--- src/rtl/mem_port_arbiter.sv ---
// mem_port_arbiter
// Shares one single-port memory between the instruction-fetch stage (IF) and
// the data-memory stage (DM). One access is in flight at a time. Each access
// runs IDLE -> ACCESS -> WAIT (MEM_LATENCY cycles) -> RESP. Data accesses
// win ties, but a starvation counter forces a fetch grant after STARVE_LIMIT
// consecutive DM grants made while IF was waiting.
//
// Ports
//   clk, reset        rising-edge clock, synchronous active-low reset
//   if_req_i/addr_i   fetch request (held until ack) and byte address
//   if_rdata_o/ack_o  fetched word and its one-cycle completion pulse
//   if_stall_o        IF pipeline register must hold
//   dm_req_i/we_i     data request (held until ack), 1 = write
//   dm_addr_i/wdata_i data byte address and write data
//   dm_rdata_o/ack_o  read data and its one-cycle completion pulse
//   dm_stall_o        MEM stage must hold
//   mem_*             memory port: strobe, write enable, word address,
//                     write data, read data (valid MEM_LATENCY cycles after
//                     the strobe)
module mem_port_arbiter #(
  parameter int ADDR_WIDTH   = 32,
  parameter int DATA_WIDTH   = 32,
  parameter int MEM_LATENCY  = 1,
  parameter int STARVE_LIMIT = 3
) (
  input  logic                  clk,
  input  logic                  reset,
  input  logic                  if_req_i,
  input  logic [ADDR_WIDTH-1:0] if_addr_i,
  output logic [DATA_WIDTH-1:0] if_rdata_o,
  output logic                  if_ack_o,
  output logic                  if_stall_o,
  input  logic                  dm_req_i,
  input  logic                  dm_we_i,
  input  logic [ADDR_WIDTH-1:0] dm_addr_i,
  input  logic [DATA_WIDTH-1:0] dm_wdata_i,
  output logic [DATA_WIDTH-1:0] dm_rdata_o,
  output logic                  dm_ack_o,
  output logic                  dm_stall_o,
  output logic                  mem_en_o,
  output logic                  mem_we_o,
  output logic [ADDR_WIDTH-1:0] mem_addr_o,
  output logic [DATA_WIDTH-1:0] mem_wdata_o,
  input  logic [DATA_WIDTH-1:0] mem_rdata_i
);

  typedef enum logic [1:0] {
    IDLE   = 2'd0,
    ACCESS = 2'd1,
    WAIT   = 2'd2,
    RESP   = 2'd3
  } state_t;

  localparam logic [2:0] LAT_C    = 3'(MEM_LATENCY);
  localparam logic [2:0] STARVE_C = 3'(STARVE_LIMIT);

  state_t                state_q, state_d;
  logic                  owner_q, owner_d;          // 1 = DM owns the access
  logic [2:0]            lat_cnt_q, lat_cnt_d;
  logic [2:0]            starve_cnt_q, starve_cnt_d;
  logic                  mem_en_q, mem_en_d;
  logic                  mem_we_q, mem_we_d;
  logic [ADDR_WIDTH-1:0] mem_addr_q, mem_addr_d;
  logic [DATA_WIDTH-1:0] mem_wdata_q, mem_wdata_d;
  logic [DATA_WIDTH-1:0] if_rdata_q, if_rdata_d;
  logic [DATA_WIDTH-1:0] dm_rdata_q, dm_rdata_d;
  logic                  if_ack_q, if_ack_d;
  logic                  dm_ack_q, dm_ack_d;
  logic                  grant_dm_s;
  logic                  unused_addr_lsb_s;

  // Byte-offset bits never reach the word-addressed memory.
  assign unused_addr_lsb_s = ^{if_addr_i[1:0], dm_addr_i[1:0]};

  // DM wins unless IF is both waiting and has been passed over too often.
  assign grant_dm_s = dm_req_i & ~(if_req_i & (starve_cnt_q == STARVE_C));

  // Next-state and next-output logic for the access sequencer.
  always_comb begin
    state_d      = state_q;
    owner_d      = owner_q;
    lat_cnt_d    = lat_cnt_q;
    starve_cnt_d = starve_cnt_q;
    mem_en_d     = 1'b0;
    mem_we_d     = 1'b0;
    mem_addr_d   = mem_addr_q;
    mem_wdata_d  = mem_wdata_q;
    if_rdata_d   = if_rdata_q;
    dm_rdata_d   = dm_rdata_q;
    if_ack_d     = 1'b0;
    dm_ack_d     = 1'b0;
    case (state_q)
      IDLE: begin
        if (if_req_i | dm_req_i) begin
          owner_d  = grant_dm_s;
          mem_en_d = 1'b1;
          state_d  = ACCESS;
          if (grant_dm_s) begin
            mem_we_d    = dm_we_i;
            mem_addr_d  = {dm_addr_i[ADDR_WIDTH-1:2], 2'b00};
            mem_wdata_d = dm_wdata_i;
            // Only a DM grant that made IF wait counts toward starvation.
            if (if_req_i && (starve_cnt_q < STARVE_C)) begin
              starve_cnt_d = starve_cnt_q + 3'd1;
            end else begin
              starve_cnt_d = starve_cnt_q;
            end
          end else begin
            mem_we_d     = 1'b0;
            mem_addr_d   = {if_addr_i[ADDR_WIDTH-1:2], 2'b00};
            starve_cnt_d = 3'd0;
          end
        end else begin
          state_d = IDLE;
        end
      end
      ACCESS: begin
        lat_cnt_d = LAT_C;
        state_d   = WAIT;
      end
      WAIT: begin
        if (lat_cnt_q <= 3'd1) begin
          // Last WAIT cycle: memory data is valid now, so capture and ack.
          if (owner_q) begin
            dm_rdata_d = mem_rdata_i;
            dm_ack_d   = 1'b1;
          end else begin
            if_rdata_d = mem_rdata_i;
            if_ack_d   = 1'b1;
          end
          lat_cnt_d = 3'd0;
          state_d   = RESP;
        end else begin
          lat_cnt_d = lat_cnt_q - 3'd1;
        end
      end
      RESP: begin
        // The acked requester's held request is ignored here.
        state_d = IDLE;
      end
      default: begin
        state_d = IDLE;
      end
    endcase
  end

  // State and output registers; reset abandons any access in flight.
  always_ff @(posedge clk) begin
    if (!reset) begin
      state_q      <= IDLE;
      owner_q      <= 1'b0;
      lat_cnt_q    <= 3'd0;
      starve_cnt_q <= 3'd0;
      mem_en_q     <= 1'b0;
      mem_we_q     <= 1'b0;
      mem_addr_q   <= {ADDR_WIDTH{1'b0}};
      mem_wdata_q  <= {DATA_WIDTH{1'b0}};
      if_rdata_q   <= {DATA_WIDTH{1'b0}};
      dm_rdata_q   <= {DATA_WIDTH{1'b0}};
      if_ack_q     <= 1'b0;
      dm_ack_q     <= 1'b0;
    end else begin
      state_q      <= state_d;
      owner_q      <= owner_d;
      lat_cnt_q    <= lat_cnt_d;
      starve_cnt_q <= starve_cnt_d;
      mem_en_q     <= mem_en_d;
      mem_we_q     <= mem_we_d;
      mem_addr_q   <= mem_addr_d;
      mem_wdata_q  <= mem_wdata_d;
      if_rdata_q   <= if_rdata_d;
      dm_rdata_q   <= dm_rdata_d;
      if_ack_q     <= if_ack_d;
      dm_ack_q     <= dm_ack_d;
    end
  end

  assign mem_en_o    = mem_en_q;
  assign mem_we_o    = mem_we_q;
  assign mem_addr_o  = mem_addr_q;
  assign mem_wdata_o = mem_wdata_q;
  assign if_rdata_o  = if_rdata_q;
  assign dm_rdata_o  = dm_rdata_q;
  assign if_ack_o    = if_ack_q;
  assign dm_ack_o    = dm_ack_q;

  // Stall until the ack pulse; combinational from the registered ack.
  assign if_stall_o = if_req_i & ~if_ack_q;
  assign dm_stall_o = dm_req_i & ~dm_ack_q;

endmodule

--- config.mk ---
export PLATFORM = sky130hd
export DESIGN_NAME = mem_port_arbiter
export DESIGN_NICKNAME = d
export VERILOG_FILES = /design/src/rtl/mem_port_arbiter.sv
export SDC_FILE = /design/constraint.sdc
export NUM_CORES = 1
export LEC_CHECK = 0
export BUFFER_PORTS_ARGS = -buffer_cell sky130_fd_sc_hd__buf_4
export CAP_MARGIN = 25
export CORE_MARGIN = 4
export CORE_UTILIZATION = 40
export CTS_CLUSTER_SIZE = 14
export DETAILED_ROUTE_END_ITERATION = 8
export MAX_ROUTING_LAYER = met4
export PLACE_DENSITY = 0.7
export SYNTH_ARGS = -nofsm -noshare
export SYNTH_HDL_FRONTEND = slang
export SYNTH_SLANG_ARGS = --single-unit
--- constraint.sdc ---
create_clock -name clk -period 1.8 [get_ports clk]
set_input_delay 0.09 -clock clk [delete_from_list [all_inputs] [get_ports clk]]
set_output_delay 0.09 -clock clk [all_outputs]
set_load 0.01 [all_outputs]
## Word-level counts from Yosys, hierarchy flattened

Cells that the tools add are included.

- Bits in registers: 141
- Bits in latches: 0
- Bits in writable memories: 0
- ROM bits: 0
- Bits of input ports: 133
- Logic and storage cells: 53
- Memories: 0

- Add/subtract/negate cells: 2
- Multipliers: 0
- Div/mod/pow operators: 0
- Magnitude comparators: 2
- Eq/ne operators: 6
- Shift-type cells: 0
- Muxes and demuxes: 11
- Bitwise gates (word level): 9
- Reductions and logical operators: 11

Operators with widths:

| cell | count |
|---|---|
| two-way mux 32 bit | 1 |
| AND reduction 3 bit | 5 |
| two-way mux 3 bit | 3 |
| case mux 2 bit (4 select lines) | 1 |
| case mux 3 bit (2 select lines) | 1 |
| bitwise AND 1 bit | 4 |
| equality test 2 bit, second input constant | 2 |
| two-way mux 1 bit | 4 |
| inverter 1 bit | 4 |
| AND reduction 2 bit | 2 |
| AND reduction 4 bit | 1 |
| adder 3 x 1 -> 3 bit, second input constant | 1 |
| equality test 3 x 2 -> 1 bit, second input constant | 1 |
| less-or-equal comparator 3 x 1 -> 1 bit, second input constant | 1 |
| less-than comparator 3 x 2 -> 1 bit, second input constant | 1 |
| subtractor 3 x 1 -> 3 bit, second input constant | 1 |
| equality test 2 x 1 -> 1 bit, second input constant | 1 |
| logical NOT 2 bit | 1 |
| two-way mux 2 bit | 1 |
| != test 2 x 1 -> 1 bit, second input constant | 1 |
| != test 2 bit, second input constant | 1 |
| nonzero test 2 bit | 1 |
| logical AND 1 bit | 1 |
| bitwise OR 1 bit | 1 |

## Depth between registers and ports, before layout

- Depth after elaboration: 6
- Mapped depth: 8
- Mapped depth without buffers: 5

## Worst setup path before layout

No wires, ideal clock.

- Path kind: flip-flop to flip-flop
- Start: reg starve_cnt_q[0]
- End: reg mem_wdata_q[25] (netlist: mem_wdata_o[25])
- Library setup time: 0.076 ns
- Arrival: 1.435 ns
- Data required time: 1.724 ns
- Path slack: 0.289 ns
- Stages on the path, launching flop included: 8
- Period minus slack after synthesis: 1.511 ns
- Cells stage by stage: dfxtp_1 -> ha_1 -> ha_1 -> a21boi_1 -> buf_4 -> buf_2 -> nand3_1 -> a21boi_0

- Word-level cells in the longest chain between the ends: 5

RTL lines:

| element | line | source |
|---|---|---|
| start: declaration | 60 | `logic [2:0] starve_cnt_q, starve_cnt_d;` |
| start signal: assignment | 166 | `starve_cnt_q <= starve_cnt_d;` |
| equality test 3 x 2 -> 1 bit | 76 | `assign grant_dm_s = dm_req_i & ~(if_req_i & (starve_cnt_q == STARVE_C));` |
| bitwise AND 1 bit | 76 |  |
| inverter 1 bit | 76 |  |
| bitwise AND 1 bit | 76 |  |
| AND reduction 3 bit (no line) | -- |  |
| end signal: assignment | 157 | `mem_wdata_q <= {DATA_WIDTH{1'b0}};` |
| end signal: assignment | 170 | `mem_wdata_q <= mem_wdata_d;` |
| end: declaration | 64 | `logic [DATA_WIDTH-1:0] mem_wdata_q, mem_wdata_d;` |

Every way passes these cells.
A chain may end at the register's enable or synchronous reset.

## Worst setup path in the final report

- Start: reg starve_cnt_q[0]
- End: reg mem_wdata_q[17] (netlist: mem_wdata_o[17])

The elaborated chain is that of the path after synthesis.

==> impl_metrics.toml <==
[setup_path]
crit_path_start_kind = "flop"
critical_path.cell_chain = "ha_1 > ha_1 > a21bo_2 > buf_12 > o21ai_0 > a21boi_0"
cp_num_buf_inv = 1
cp_data_required_time_ns = 2.09
cp.arrival_ns = 1.98
cpMaxStageDelayCell = "dfxtp_1"
worstPathMaxFanout = 50
critPathTopFamily = "compound AO/OA/AOI/OAI gates"
crit_top_cell = "ha_1"
cp_slowest_stage_delay_ns = 0.33
worstSetupEndpointType = "flop"
criticalPathCategory = "reg2reg"

[timing]
worstMarginPinSlew_ns = 0.5900
slew_headroom = 0.6056
setup_viol_count_final = 0
max_freq_mhz = 590.7
rsz0062_at_grt = "false"
fin_crit_sh = 0.9405
fin_worst_skew_ns = 0.01170
hold_violations = 0
hold_slack_ns = 0.08310
setup_tns_ns = 0
period_minus_slack_ns = 1.693
slew_viol_final = 0

[cts]
clock_sinks = 139
ctsRootBufferMaster = "clkbuf_16"
path_clk_slew_ns = 0.07
cts_tree = "done"
cts_setup_buffers = 0
cts_buffers = 17
h-tree-depth = 4
insertion_delay_ns = 0.42
cts_max_path_buffers = 2

[synthesis]
synth_area_leaders = "dfxtp_1, o21ai_0, nand3_1"
synthCells = 681
syn_area_mm2 = 0.005774
synth-edff-count = 0
synthMuxAreaShare = 0.006934
synth.top_cells.by_count = "dfxtp_1, o21ai_0, nand3_1, nand2_1, a21boi_0"
ys_seq_area_frac = 0.4819
synth-main-ff-cell = "dfxtp_1"
async_reset_ff_frac = 0
syn_avg_cell_area_um2 = 8.479
yosys.area_share.simple = 0.1473
synth_warnings = 0
synth_xor_xnor_area_share = 0
yosys.area_share.adder = 0.01300
ys_ff_latch = 139
yosys.area.top_type = "dfxtp_1"
synth_top_family_by_area = "compound AO/OA/AOI/OAI gates"
synth_cell_types = 35
synth_compound_area_frac = 0.2880
yosysMostFrequentCell = "dfxtp_1"
synthDominantCellAreaShare = 0.4819

[worst_hold_path]
worst_hold_path_type = "in2reg"

[floorplan]
dieArea_mm2 = 0.01642
core_mm2 = 0.01399
io_pins = 267
row_count = 43
start_util = 0.4128
die_y_um = 128.2
die_w_um = 128.2

[cells_and_area]
syn_to_final_growth_pct = 70.77
finalNetCount = 1177
drive_gt1_frac = 0.3083
diodes = 0
num-fill-cells = 1044

[drt]
vias = 6536
drc = 0
postRouteAntennaNets = 0
drtIter0Drc = 486
drt-pass1-iter-count = 5
post_drt_wl_per_cell_um = 17.33
drt-total-wl_um = 21340
viasPerCell = 5.310

[global_route]
global_route.usage.total = 0.2615
gr-total-overflow = 0
grt_pass1_vias = 6590
grt_pass1_wl_um = 33540
grt_start_max_net_pins = 91
antenna_found_initial = 0

[power]
total_power_w = 0.01190
vdd_drop_max_v = 0.0005901
p_leak_nw = 4.197
powerDensity_mw_per_mm2 = 1207

[run_status]
status = "finished, final reports clean"

[placed_design]
place_hpwl_um = 12790
io_buffers = 260
gp_congestion = 0.8008

[flow_run]
drv_cap = 0
==> flip-flops by register name, summed over array words and instances (netlist names) <==
register      count
mem_wdata_o      32
starve_cnt_q      3
mem_we_o          1
dm_rdata_o       32
if_ack_o          1
if_rdata_o       32
state_q           2
owner_q           1
dm_ack_o          1
mem_addr_o       30
mem_en_o          1
lat_cnt_q         3
==> worst register-to-register path: cells and delay by family, from the launching register on <==
kind | cells | cell delay, ns
AOI/OAI and AO/OA | 3 | 0.62
adders and majority gates | 2 | 0.43
DFF | 1 | 0.33
buffers and inverters | 1 | 0.18
==> final cells by class <==
class	count	area [um2]	share of cell area
tap	180	225.2	0.02284
inverter	9	33.78	0.003426
multi-input combinational	460	2666	0.2704
sequential	139	2784	0.2823
clock buffer	21	460.4	0.04669
timing repair buffer	411	3523	0.3573
clock inverter	11	167.7	0.01700
==> path summary, 6_finish.rpt <==
path	start	to	slack [ns]	depth (start not counted)
max	starve_cnt_q[0]	mem_wdata_o[17]	0.11	6
min	reset	mem_wdata_o[19]	0.08	2
max reg2reg	starve_cnt_q[0]	mem_wdata_o[17]	0.11	6
min reg2reg	mem_wdata_o[9]	mem_wdata_o[9]	0.48	2
==> cell families after synthesis <==
family	Yosys count
AO/OA/AOI/OAI	269
adder cells (fa/ha/maj)	6
buffers and inverters	83
flip-flops	139
multiplexers	4
other	1
AND/OR/NAND/NOR	179
==> repair_timing <==
| item | CTS | global route |
|---|---|---|
| hold buffers | 125 | 0 |
| resized for setup | 0 | 2 |
| endpoints found under the setup margin | 0 | 2 |
| endpoints found under the hold margin | 127 | 0 |
==> per-layer routing <==
metal	share of wire	vias to the layer above	GRT usage
li1	-	3123	-
met1	0.40	3052	0.3024
met2	0.49	317	0.4258
met3	0.086	44	0.07833
met4	0.031	0	0.1042
met5	0	-	-
==> per-stage QoR <==
step / area, um2 / setup slack, ns / utilization / cells
2_1_floorplan: 5778 / 0.2892 / - / 682
3_3_place_gp: 7980 / 0.2159 / 0.5705 / 1074
3_5_place_dp: 7980 / 0.1630 / 0.5705 / 1074
4_1_cts: 9859 / 0.1501 / 0.7048 / 1231
5_1_grt: 9861 / 0.02598 / 0.7049 / 1231
6_report: 9861 / 0.1071 / 0.7049 / 1231
==> report_power, final <==
part           total (W)  switching, W  internal [W]
logic            0.00424       0.00234       0.00190
registers        0.00395      0.000313       0.00363
clock network    0.00371       0.00132       0.00239
total             0.0119       0.00398       0.00793
==> layout by cell type, fill, tap and decap left out, types with 2 or more instances in the layout <==
master	instances
clkinvlp_4	2
clkinv_4	2
buf_12	10
o21ai_1	32
mux2i_1	4
nand3b_1	5
dlygate4sd3_1	125
buf_4	276
conb_1	2
nand3_1	97
dfxtp_1	138
bufinv_16	4
o22ai_1	2
clkbuf_8	2
ha_1	6
o21ai_0	98
nand2_1	66
and2_1	2
a31oi_1	31
a21boi_1	42
clkbuf_16	17
clkinv_2	3
clkbuf_1	2
a21boi_0	55
and3_1	3
inv_1	9
Power figures use the tool's default switching activity.
